### config.mk
export PLATFORM = sky130hd
export DESIGN_NAME = mult_pipe
export DESIGN_NICKNAME = d
export VERILOG_FILES = /design/src/rtl/mult_pipe.sv
export SDC_FILE = /design/constraint.sdc
export NUM_CORES = 2
export LEC_CHECK = 0
export ABC_AREA = 1
export ABC_CLOCK_PERIOD_IN_PS = 8900
export BUFFER_PORTS_ARGS = -buffer_cell sky130_fd_sc_hd__clkbuf_2
export CAP_MARGIN = 20
export CORE_MARGIN = 2
export CORE_UTILIZATION = 55
export DETAILED_ROUTE_END_ITERATION = 7
export PLACE_DENSITY = 0.83
export REMOVE_ABC_BUFFERS = 1
export SYNTH_ARGS = -nofsm -noshare
export SYNTH_HDL_FRONTEND = slang
export SYNTH_SLANG_ARGS = --single-unit
### constraint.sdc
create_clock -name clock -period 8.9 [get_ports clock]
set_clock_uncertainty 0.05 [all_clocks]
set_input_delay 0.445 -clock clock [delete_from_list [all_inputs] [get_ports clock]]
set_output_delay 0.445 -clock clock [all_outputs]
set_load 0.005 [all_outputs]
### src/rtl/mult_pipe.sv
// -----------------------------------------------------------------------------
// mult_pipe
//   Fully pipelined RISC-V M-extension multiplier (MUL/MULH/MULHSU/MULHU).
//   The unit decodes the op itself, extends both operands to 2*XLEN, and
//   retires K = 2*XLEN/NUM_STAGE multiplier bits per stage as a shift-and-add
//   digit step. Every stage has its own valid bit and loads whenever it is
//   empty or is handing its contents downstream, so bubbles collapse and a
//   stalled tail never blocks empty upstream stages. An opaque tag travels
//   with each op, and a global flush squashes everything in flight.
//
// Parameters
//   XLEN       operand / result width
//   NUM_STAGE  pipeline register stages; (2*XLEN) % NUM_STAGE must be 0
//   TAG_W      width of the opaque tag
//
// Ports
//   clock       rising-edge clock
//   reset       asynchronous, active-low reset
//   in_valid    issue presents an op
//   in_ready    unit accepts an op this cycle (combinational on out_ready/flush)
//   in_op       0=MUL 1=MULH 2=MULHSU 3=MULHU (funct3[1:0])
//   in_rs1      multiplicand
//   in_rs2      multiplier
//   in_tag      opaque tag
//   flush       squash every in-flight op
//   out_valid   result available
//   out_ready   complete stage takes the result
//   out_result  selected product half
//   out_tag     tag belonging to out_result
//
// Optional feature (macro MULT_PIPE_PERF_EN)
//   perf_ops     32-bit count of delivered results (out_valid & out_ready)
//   perf_stalls  32-bit count of cycles with out_valid & !out_ready
//   Both wrap, reset to 0 and are not affected by flush.
// -----------------------------------------------------------------------------
module mult_pipe #(
    parameter int unsigned XLEN      = 32,
    parameter int unsigned NUM_STAGE = 4,
    parameter int unsigned TAG_W     = 16
) (
    input  logic             clock,
    input  logic             reset,
    input  logic             in_valid,
    output logic             in_ready,
    input  logic [1:0]       in_op,
    input  logic [XLEN-1:0]  in_rs1,
    input  logic [XLEN-1:0]  in_rs2,
    input  logic [TAG_W-1:0] in_tag,
    input  logic             flush,
    output logic             out_valid,
    input  logic             out_ready,
    output logic [XLEN-1:0]  out_result,
    output logic [TAG_W-1:0] out_tag
`ifdef MULT_PIPE_PERF_EN
    ,
    output logic [31:0]      perf_ops,
    output logic [31:0]      perf_stalls
`endif
);

    localparam int unsigned PW   = 2 * XLEN;
    localparam int unsigned K    = PW / NUM_STAGE;
    localparam int unsigned LAST = NUM_STAGE - 1;

    if ((PW % NUM_STAGE) != 0) begin : g_bad_cfg
        $error("mult_pipe: (2*XLEN) must be a multiple of NUM_STAGE");
    end

    typedef enum logic [1:0] {
        OP_MUL    = 2'd0,
        OP_MULH   = 2'd1,
        OP_MULHSU = 2'd2,
        OP_MULHU  = 2'd3
    } op_e;

    // ------------------------------------------------------------------
    // Stage registers
    // ------------------------------------------------------------------
    logic [PW-1:0]        r_prod   [NUM_STAGE];
    logic [PW-1:0]        r_mcand  [NUM_STAGE];
    logic [PW-1:0]        r_mplier [NUM_STAGE];
    op_e                  r_op     [NUM_STAGE];
    logic [TAG_W-1:0]     r_tag    [NUM_STAGE];
    logic [NUM_STAGE-1:0] r_valid;

    // ------------------------------------------------------------------
    // Per-stage sources (what stage i would load) and next-state values
    // ------------------------------------------------------------------
    logic [PW-1:0]        w_src_prod   [NUM_STAGE];
    logic [PW-1:0]        w_src_mcand  [NUM_STAGE];
    logic [PW-1:0]        w_src_mplier [NUM_STAGE];
    op_e                  w_src_op     [NUM_STAGE];
    logic [TAG_W-1:0]     w_src_tag    [NUM_STAGE];
    logic [NUM_STAGE-1:0] w_src_valid;

    logic [PW-1:0]        w_nxt_prod   [NUM_STAGE];
    logic [PW-1:0]        w_nxt_mcand  [NUM_STAGE];
    logic [PW-1:0]        w_nxt_mplier [NUM_STAGE];

    logic [NUM_STAGE-1:0] w_take;
    logic                 w_accept;
    op_e                  w_in_op;
    logic                 w_rs1_sx;
    logic                 w_rs2_sx;
    logic [PW-1:0]        w_ext_rs1;
    logic [PW-1:0]        w_ext_rs2;

    // ------------------------------------------------------------------
    // Entry decode: signedness comes from the op, not from the caller
    // ------------------------------------------------------------------
    assign w_in_op   = op_e'(in_op);
    assign w_rs1_sx  = (w_in_op == OP_MULH) || (w_in_op == OP_MULHSU);
    assign w_rs2_sx  = (w_in_op == OP_MULH);
    assign w_ext_rs1 = {{XLEN{w_rs1_sx & in_rs1[XLEN-1]}}, in_rs1};
    assign w_ext_rs2 = {{XLEN{w_rs2_sx & in_rs2[XLEN-1]}}, in_rs2};

    // ------------------------------------------------------------------
    // Advance chain: a stage may load when it is empty or when its current
    // contents move on this cycle. Evaluated from the tail backwards so the
    // last stage's drain (out_ready) ripples up to in_ready.
    // ------------------------------------------------------------------
    always_comb begin
        w_take       = '0;
        w_take[LAST] = !r_valid[LAST] || out_ready;
        for (int unsigned i = LAST; i > 0; i--) begin
            w_take[i-1] = !r_valid[i-1] || w_take[i];
        end
    end

    assign in_ready = w_take[0] && !flush;
    assign w_accept = in_valid && in_ready;

    // ------------------------------------------------------------------
    // Source selection: stage 0 from the issue port, others from upstream
    // ------------------------------------------------------------------
    for (genvar g = 0; g < NUM_STAGE; g++) begin : g_src
        if (g == 0) begin : g_head
            assign w_src_prod[g]   = '0;
            assign w_src_mcand[g]  = w_ext_rs1;
            assign w_src_mplier[g] = w_ext_rs2;
            assign w_src_op[g]     = w_in_op;
            assign w_src_tag[g]    = in_tag;
            assign w_src_valid[g]  = w_accept;
        end else begin : g_body
            assign w_src_prod[g]   = r_prod[g-1];
            assign w_src_mcand[g]  = r_mcand[g-1];
            assign w_src_mplier[g] = r_mplier[g-1];
            assign w_src_op[g]     = r_op[g-1];
            assign w_src_tag[g]    = r_tag[g-1];
            assign w_src_valid[g]  = r_valid[g-1];
        end
    end

    // ------------------------------------------------------------------
    // Digit step: add mcand times the low K multiplier bits, then shift
    // both operands by K. All arithmetic is modulo 2^(2*XLEN), which is
    // what makes the sign-extended operands yield the signed products.
    // ------------------------------------------------------------------
    always_comb begin
        for (int unsigned i = 0; i < NUM_STAGE; i++) begin
            w_nxt_prod[i]   = w_src_prod[i]
                            + (w_src_mcand[i] * PW'(w_src_mplier[i][K-1:0]));
            w_nxt_mcand[i]  = w_src_mcand[i] << K;
            w_nxt_mplier[i] = w_src_mplier[i] >> K;
        end
    end

    // ------------------------------------------------------------------
    // Stage registers. Flush only drops valid bits; the data is dead once
    // its valid bit is gone, so it is simply left in place.
    // ------------------------------------------------------------------
    always_ff @(posedge clock or negedge reset) begin
        if (!reset) begin
            r_valid <= '0;
            for (int unsigned i = 0; i < NUM_STAGE; i++) begin
                r_prod[i]   <= '0;
                r_mcand[i]  <= '0;
                r_mplier[i] <= '0;
                r_op[i]     <= OP_MUL;
                r_tag[i]    <= '0;
            end
        end else if (flush) begin
            r_valid <= '0;
        end else begin
            for (int unsigned i = 0; i < NUM_STAGE; i++) begin
                if (w_take[i]) begin
                    r_valid[i] <= w_src_valid[i];
                    // Only real ops overwrite data, so a bubble passing
                    // through leaves the previous contents untouched.
                    if (w_src_valid[i]) begin
                        r_prod[i]   <= w_nxt_prod[i];
                        r_mcand[i]  <= w_nxt_mcand[i];
                        r_mplier[i] <= w_nxt_mplier[i];
                        r_op[i]     <= w_src_op[i];
                        r_tag[i]    <= w_src_tag[i];
                    end
                end
            end
        end
    end

    // ------------------------------------------------------------------
    // Output select from the last stage
    // ------------------------------------------------------------------
    assign out_valid  = r_valid[LAST];
    assign out_tag    = r_tag[LAST];
    assign out_result = (r_op[LAST] == OP_MUL) ? r_prod[LAST][XLEN-1:0]
                                               : r_prod[LAST][PW-1:XLEN];

`ifdef MULT_PIPE_PERF_EN
    // ------------------------------------------------------------------
    // Performance counters (free-running, wrap at 2^32)
    // ------------------------------------------------------------------
    logic [31:0] r_perf_ops;
    logic [31:0] r_perf_stalls;

    always_ff @(posedge clock or negedge reset) begin
        if (!reset) begin
            r_perf_ops    <= '0;
            r_perf_stalls <= '0;
        end else begin
            if (out_valid && out_ready) begin
                r_perf_ops <= r_perf_ops + 32'd1;
            end
            if (out_valid && !out_ready) begin
                r_perf_stalls <= r_perf_stalls + 32'd1;
            end
        end
    end

    assign perf_ops    = r_perf_ops;
    assign perf_stalls = r_perf_stalls;
`endif

endmodule

==> impl_metrics.env <==
export IMPL_status="finished, final reports clean"
export IMPL_postSynthRegisterBits=418
export IMPL_fin_setup_tns_ns=0
export IMPL_required_ns=9.40
export IMPL_crit_type="register to register"
export IMPL_grt_pass1_wl_mm=321.3
export IMPL_cp_max_fo=25
export IMPL_die_x_um=355.3
export IMPL_ys_async_sr_fraction_pct=100.0
export IMPL_timing_rr_start="r_mplier[202]$_DFFE_PN0P_"
export IMPL_clock_sinks=418
export IMPL_crit_arrival_ns=8.76
export IMPL_maxClockFrequency_mhz=121.0
export IMPL_synth_flop_cell="dfrtp_1"
export IMPL_cts_resized=0
export IMPL_clk_latency_ns=0.66
export IMPL_grt_setup_unrepaired="no"
export IMPL_numPortBuffers=136
export IMPL_grt_pass1_vias=59600
export IMPL_core_area_um2=122000
export IMPL_hold_path_class="input pin to register"
export IMPL_clkTransAtPathRegs_ns=0.07
export IMPL_slew_viol_final=0
export IMPL_gp_congestion=1.001
export IMPL_io_pins=137
export IMPL_ant_nets=0
export IMPL_die_area_um2=126200
export IMPL_hold_buffers=24
export IMPL_cts_max_level=2
export IMPL_vias=56120
export IMPL_num_rows=128
export IMPL_tightest_slew_ns=1.081
export IMPL_track_usage_pct=32.56
export IMPL_dpl_hpwl_mm=166.1
export IMPL_drv_cap=0
export IMPL_clockBufferDepth=3
export IMPL_final_period_utilization_pct=92.88
export IMPL_floorplan_initialDensity_pct=55.61
export IMPL_grt_start_max_net_pins=141
export IMPL_path_common_cell="nand2_1"
export IMPL_max_stage_delay_ns=0.98
export IMPL_tritoncts="built"
export IMPL_clockRootBuffer="clkbuf_16"
export IMPL_synth_seq_area_share_pct=15.41
export IMPL_wl_per_cell_um=19.38
export IMPL_ys_types=56
export IMPL_netlist_instances=8758
export IMPL_slowest_stage="dfrtp_1"
export IMPL_areaGrowthSynthToFinish_pct=5.509
export IMPL_viasPerCell=5.424
export IMPL_mostFrequentLayoutCell="nand2_1"
export IMPL_grt_overflow=0
export IMPL_drive_gt1_share_pct=4.861
export IMPL_hold_viol=0
export IMPL_drt_drc_violations_left=0
export IMPL_relSlewSlack_pct=27.92
export IMPL_utilization_pct=58.67
export IMPL_cts_setup_buffers=0
export IMPL_wl_mm=200.5
export IMPL_synth_area_um2=67870
export IMPL_setup_viol=0
export IMPL_drt_iter0_drc=4765
export IMPL_syn_area_per_cell_um2=7.749
export IMPL_yosys_warnings=0
export IMPL_endpoint_kind="register"
export IMPL_hold_slack_ns=0.01514
export IMPL_die_height_um=355.3
export IMPL_final_cell_mix="nand2_1, inv_1, fa_1, dfrtp_1, nor2_1"
export IMPL_period_minus_slack_ns=8.267
export IMPL_crit_start="r_mplier[202]$_DFFE_PN0P_"
export IMPL_drtPass1Iterations=6
export IMPL_hold_path_startpoint="in_rs2[26]"
export IMPL_antenna_found_initial=2
export IMPL_synth_edff_count=0
export IMPL_diodes=0
export IMPL_cts_buffers=47
export IMPL_num_nets_final=10340
export IMPL_critPathLaunchType="register"
per-layer routing:
metal / vias to the layer above / routed length [µm] / track usage [%]
li1: 25430 / - / -
met1: 27670 / 81120 / 44.18
met2: 2561 / 93160 / 52.78
met3: 456 / 17470 / 5.236
met4: 0 / 8745 / 12.39
met5: - / 0 / 0
registers in the layout, indices dropped and copies added, names as in the netlist:
name,flops
r_prod,242
out_tag,16
r_mcand,81
r_valid,4
r_mplier,19
r_tag,48
r_op,8
cell usage after synthesis (10+ instances only):
master / count / area, µm²
o21a_1: 16 / 120.1
buf_2: 36 / 180.2
o21bai_1: 26 / 195.2
fa_1: 1206 / 24140
nand3_2: 10 / 100.1
inv_1: 2188 / 8213
nor2_2: 16 / 100.1
clkbuf_1: 293 / 1100
nor3_1: 42 / 210.2
o21ai_0: 380 / 1902
inv_2: 13 / 48.80
nand2_2: 15 / 93.84
nand3b_1: 19 / 142.6
o21ai_1: 29 / 145.1
nand4_1: 44 / 275.3
xnor2_1: 77 / 674.4
mux2_2: 29 / 326.6
xor2_1: 79 / 691.9
a31oi_1: 42 / 262.8
ha_1: 355 / 4442
a21oi_1: 225 / 1126
nand3_1: 233 / 1166
a21o_1: 30 / 225.2
nand2_1: 2428 / 9114
dfrtp_1: 418 / 10460
buf_4: 20 / 150.1
nor2_1: 397 / 1490
per-stage QoR:
stage | instances | setup slack (ns) | instance area, µm²
after global placement | 10240 | 0.6960 | 69750
after CTS | 10350 | 0.6910 | 71600
after floorplan | 8397 | 1.720 | 66330
after detailed placement | 10240 | 0.6827 | 69750
final | 10350 | 0.6333 | 71600
after global routing | 10350 | 0.1669 | 71600
logic make-up after synthesis:
family | synth area share (%)
fa+ha+maj | 42.12
flops | 15.41
compound gates | 6.420
xor+xnor | 2.013
mux | 0.4812
buf+inv | 14.44
simple gates | 19.11
cell type report:
cell class	instances	area, µm²
clock buffer	60	1305
clock inverter	22	312.8
fill	10840	50430
inverter	2202	8270
multi-input combinational	5777	47640
sequential	418	10460
tap	1625	2033
timing repair buffer	244	1587
worst paths after layout:
| kind | to | slack (ns) | depth (start not counted) |
|---|---|---|---|
| worst min-delay path | r_mplier[202]$_DFFE_PN0P_ | 0.02 | 3 |
| max in group asynchronous | r_mcand[223]$_DFFE_PN0P_ | 6.61 | 3 |
| min in group asynchronous | out_tag[4]$_DFFE_PN0P_ | 0.49 | 2 |
| worst min register to register | r_prod[140]$_DFFE_PN0P_ | 0.42 | 2 |
| worst max register to register | r_prod[185]$_DFFE_PN0P_ | 0.63 | 31 |
| worst max-delay path | r_prod[185]$_DFFE_PN0P_ | 0.63 | 31 |
critical path: cells and delay by family, from the launching register on:
family | cells | cell delay [ns]
and+or+nand+nor | 14 | 1.92
AOI/OAI and AO/OA | 5 | 1.10
DFF | 1 | 0.98
buffers and inverters | 4 | 0.31
adders and majority gates | 8 | 3.81
Power is not shown: default switching activity piles up to over one toggle a cycle in this logic, so the estimate is an artifact.
